File: src/rtl/ram_port_arbiter.sv
// Two-port round-robin arbiter/sequencer for the single-port data RAM.
// Each access is IDLE -> ACCESS (one RAM cycle) -> DONE (ack pulse) -> IDLE.
module ram_port_arbiter #(
  parameter int MEM_DEPTH = 1024,
  parameter int SIZE      = 32,
  parameter int ADDR_W    = $clog2(MEM_DEPTH)
) (
  input  logic              clock,
  input  logic              reset_n,
  input  logic              req0,
  input  logic              req1,
  input  logic              we0,
  input  logic              we1,
  input  logic [ADDR_W-1:0] addr0,
  input  logic [ADDR_W-1:0] addr1,
  input  logic [SIZE-1:0]   wdata0,
  input  logic [SIZE-1:0]   wdata1,
  output logic              ack0,
  output logic              ack1,
  output logic [SIZE-1:0]   rdata0,
  output logic [SIZE-1:0]   rdata1,
  output logic [ADDR_W-1:0] ram_address,
  output logic [SIZE-1:0]   ram_data,
  output logic              ram_wren,
  output logic              ram_wread,
  input  logic [SIZE-1:0]   ram_salida,
  output logic              busy,
  output logic              grant,
  output logic [1:0]        state_dbg
);

  // Handshake: a requester raises reqN with weN/addrN/wdataN stable and holds
  // them until ackN pulses; reqN must be low by the edge closing the ack cycle,
  // otherwise the next IDLE sees it as a fresh access.

  typedef enum logic [1:0] {
    IDLE   = 2'd0,
    ACCESS = 2'd1,
    DONE   = 2'd2
  } state_t;

  state_t              state;
  logic                last_grant;
  logic                win_valid;
  logic                winner;
  logic                sel_we;
  logic [ADDR_W-1:0]   sel_addr;
  logic [SIZE-1:0]     sel_wdata;

  assign state_dbg = state;

  // On a tie the port that did not win last time goes next.
  always_comb begin
    win_valid = req0 | req1;
    winner    = 1'b0;
    if (req0 && req1)
      winner = ~last_grant;
    else if (req1)
      winner = 1'b1;
    sel_we    = winner ? we1    : we0;
    sel_addr  = winner ? addr1  : addr0;
    sel_wdata = winner ? wdata1 : wdata0;
  end

  // The ram_* registers double as the latched request, so reset clears both.
  always_ff @(posedge clock or negedge reset_n) begin
    if (!reset_n) begin
      state       <= IDLE;
      last_grant  <= 1'b1;
      grant       <= 1'b0;
      busy        <= 1'b0;
      ack0        <= 1'b0;
      ack1        <= 1'b0;
      rdata0      <= '0;
      rdata1      <= '0;
      ram_address <= '0;
      ram_data    <= '0;
      ram_wren    <= 1'b0;
      ram_wread   <= 1'b0;
    end else begin
      case (state)
        IDLE: begin
          ack0 <= 1'b0;
          ack1 <= 1'b0;
          if (win_valid) begin
            state       <= ACCESS;
            grant       <= winner;
            last_grant  <= winner;
            busy        <= 1'b1;
            ram_address <= sel_addr;
            ram_wren    <= sel_we;
            ram_wread   <= ~sel_we;
            ram_data    <= sel_we ? sel_wdata : '0;
          end
        end
        ACCESS: begin
          state <= DONE;
          if (ram_wread) begin
            if (grant)
              rdata1 <= ram_salida;
            else
              rdata0 <= ram_salida;
          end
          ram_address <= '0;
          ram_data    <= '0;
          ram_wren    <= 1'b0;
          ram_wread   <= 1'b0;
          ack0        <= ~grant;
          ack1        <= grant;
        end
        DONE: begin
          state <= IDLE;
          ack0  <= 1'b0;
          ack1  <= 1'b0;
          busy  <= 1'b0;
        end
        default: begin
          state <= IDLE;
          busy  <= 1'b0;
        end
      endcase
    end
  end

endmodule

File: config.mk
export PLATFORM = sky130hd
export DESIGN_NAME = ram_port_arbiter
export DESIGN_NICKNAME = d
export VERILOG_FILES = /design/src/rtl/ram_port_arbiter.sv
export SDC_FILE = /design/constraint.sdc
export NUM_CORES = 1
export LEC_CHECK = 0
export CAP_MARGIN = 10
export CORE_UTILIZATION = 27
export CTS_BUF_LIST = sky130_fd_sc_hd__clkbuf_8
export DETAILED_ROUTE_END_ITERATION = 6
export GPL_TIMING_DRIVEN = 0
export RECOVER_POWER = 100
export SLEW_MARGIN = 40
export SYNTH_ARGS = -nofsm -noshare
export SYNTH_HDL_FRONTEND = slang
export SYNTH_SLANG_ARGS = --single-unit
File: constraint.sdc
create_clock -name clock -period 1.4 [get_ports clock]
set_clock_uncertainty 0.1 [all_clocks]
set_input_delay 0.21 -clock clock [delete_from_list [all_inputs] [get_ports clock]]
set_output_delay 0.21 -clock clock [all_outputs]
set_load 0.05 [all_outputs]
==> impl_metrics.ini <==
[run_status]
status = complete, but fails checks
violations = setup timing

[global_route]
grt_pass1_wl_mm = 22.71
antenna_found_initial = 0
grt_use_total_pct = 16.18
first_global_vias = 4220
grt_max_degree = 62
overflow = 0

[critical_path]
slowest_stage = dfrtp_2
timing.rr.end = rdata0[20]
start_kind = flip-flop
worst_r2r_path_depth = 6
arrival_ps = 1940
cp_cell_sequence = buf_6, nor2b_4, and3b_2, buf_12, clkbuf_16, mux2_1
critPathCapture = rdata0[20]
required_ps = 1630
crit_buf_inv = 3
path_depth = 6
cpPeakStageDelay_ps = 410
worst_setup_path_end_kind = flip-flop
path_class = flip-flop to flip-flop
r2r-start = state_dbg[1]
worstPathMaxFanout = 8
critical_path.startpoint = state_dbg[1]
rrSetupSlack_ps = -310
cp_top_family = buffers and inverters

[run]
cap_violations = 0

[clock_tree]
clock_path_buffers = 2
cts_made_buffers = 17
cts.sinks = 115
cts_tree = done
clk_pin_slew_worst_paths_ps = 80
root_buffer = clkbuf_8
worstSkewPairLatency_ps = 430
htree_levels = 4

[synth]
syn_area_um2 = 4935
synth-compound-area-share_pct = 9.610
yosys.area_share.simple_pct = 12.55
ys.warnings.count = 0
synth_top_family_by_area = multiplexers
synthMuxAreaShare_pct = 14.81
ys_top_cells_by_count = 114 x dfrtp_1, 42 x a221o_1, 34 x nand2_1
synth_edf_count = 0
syn_area_per_cell_um2 = 13.86
yosys.area_share.adder_pct = 0
synth.area.top_cells = dfrtp_1 58%, a221o_1 8.5%, mux2_1 7.3%
ys_ff_latch = 115
yosysMostFrequentCell = dfrtp_1
synthDominantCellAreaShare_pct = 57.81
ys_seq_area_share_pct = 58.34
ys.flop_type = dfrtp_1
syn_inst = 356
yosysTopAreaCell = dfrtp_1
synth_cell_types = 32
ys_async_sr_fraction_pct = 100.0
synth_xor_area_share_pct = 0
synth_fp_nets = 478

[die]
num_rows = 49
initial_core_util_pct = 27.47
fp.coreArea_um2 = 17960
die_w_um = 137.2
ios = 236
die_y_um = 137.2
die_area_um2 = 18820

[drt]
routedWlPerCell_um = 17.62
ant_nets = 0
postRouteWirelength_mm = 15.37
vias = 4045
first_pass_iters = 4
drt_iter0_markers = 132
via_per_inst = 4.639
drcViolationCount = 0

[finish]
diodes = 0
drive_gt1_share_pct = 45.88
nFillCells = 1642
seq_area_um2 = 2883
nets = 752
area_growth_pct = 69.45
multi_input_comb_area_um2 = 1991
fin_cells = 872

[min_path]
min_path_cells = 2
hp-class = input pin to flip-flop

[timing]
timing.hold.ws_ps = 281.6
setup_ws_ps = -308.3
setup_violations = 113
slew_headroom_pct = 47.34
hold_viol = 0
rsz0062_at_grt = yes
fin_crit_ps = 1708
fin_crit_sh_pct = 122.0
worst_pin_slew_ps = 789.8
fmax_mhz = 585.4
finalMaxSlewViolations = 0

[place]
portBuffers = 234
routabilityCongestion = 0.7403
place_hpwl_mm = 10.97
post-place-cells = 820

[power]
power.density_nw_per_um2 = 2670
leakagePower_uw = 0.003785
ir_drop_mv = 1.623
==> worst register-to-register path, stage by stage, from the launching register on <==
cell,delay [ps]
dfrtp_2,410
buf_6,140
nor2b_4,100
and3b_2,220
buf_12,160
clkbuf_16,170
mux2_1,310
==> per-layer routing <==
layer	vias to the layer above	track usage [%]	wire, um	part of all wire [%]
li1	1866	-	-	-
met1	1990	19.03	6533	43
met2	177	26.60	7359	48
met3	12	5.776	1277	8.3
met4	0	6.899	195	1.3
met5	-	0	0	0
==> power breakdown <==
part / leakage [uW] / internal [uW] / switching (uW)
registers: 0.00142 / 4880 / 1040
clock network: 0.000201 / 1630 / 1580
logic: 0.00216 / 5110 / 8080
total: 0.00378 / 11600 / 10700
==> sequential cells by signal (all words and copies together), names as in the netlist, 2 cells and up <==
| register | flops |
|---|---|
| ram_address | 10 |
| ram_data | 32 |
| rdata0 | 32 |
| rdata1 | 32 |
| state_dbg | 2 |
==> per-stage QoR <==
step | TNS (ps) | area (um^2) | util, % | setup slack [ps] | power, uW
3_3_place_gp | -562860 | 7621 | 42.43 | -4874 | 18070
6_report | -26750 | 8362 | 46.55 | -308.3 | 22330
5_1_grt | -35640 | 8362 | 46.55 | -351.6 | 23400
3_5_place_dp | -54860 | 7654 | 42.61 | -785.4 | 18250
4_1_cts | -28580 | 7878 | 43.85 | -328.9 | 21290
2_1_floorplan | -29800 | 4992 | - | -359.3 | 13780
==> layout by cell type (no fill, tap or decap), types with 13 or more instances in the layout <==
| cell | synthesis | routed |
|---|---|---|
| clkdlybuf4s50_1 | 0 | 119 |
| dfrtp_1 | 114 | 111 |
| buf_4 | 1 | 78 |
| buf_6 | 8 | 42 |
| a221o_1 | 42 | 42 |
| nand2_1 | 34 | 34 |
| mux2_2 | 32 | 31 |
| mux2_4 | 0 | 30 |
| nor3_2 | 29 | 30 |
| clkbuf_4 | 0 | 17 |
| clkbuf_8 | 0 | 17 |
| and3_1 | 13 | 13 |
==> how the worst min path moves through the flow <==
stage | startpoint | end | slack [ps]
6_report | wdata1[15] | ram_data[15] | 280
5_1_grt | addr1[3] | ram_address[3] | 250
4_1_cts | reset_n | rdata0[17] | 150
3_5_place_dp | reset_n | rdata0[17] | 50
3_3_place_gp | rdata0[11] | rdata0[11] | 370
2_1_floorplan | reset_n | ack0 | -190
==> cell families (layout without fill, tap and decap cells) <==
group                  count (synthesis)  after routing
muxes                                 65             65
buffers and inverters                 32            319
AOI/OAI and AO/OA                     50             50
and+or+nand+nor                       94             94
DFF                                  115            115
==> area by class of cell <==
type | instances | area share, %
Sequential cell | 115 | 34.48
Inverter | 2 | 0.08978
Tap cell | 229 | 3.427
Timing Repair Buffer | 255 | 29.48
Clock buffer | 17 | 2.798
Multi-Input combinational cell | 209 | 23.81
Buffer | 30 | 3.890
Clock inverter | 15 | 2.035
==> what timing repair did <==
action,CTS,global route
setup buffers,6,9
hold endpoints to repair,114,0
hold buffers,1,0
setup endpoints to repair,224,182
gates resized for setup,675,124
pin swaps,1,0
gates cloned,1,3
No activity file was read; power rests on OpenSTA's default activity.
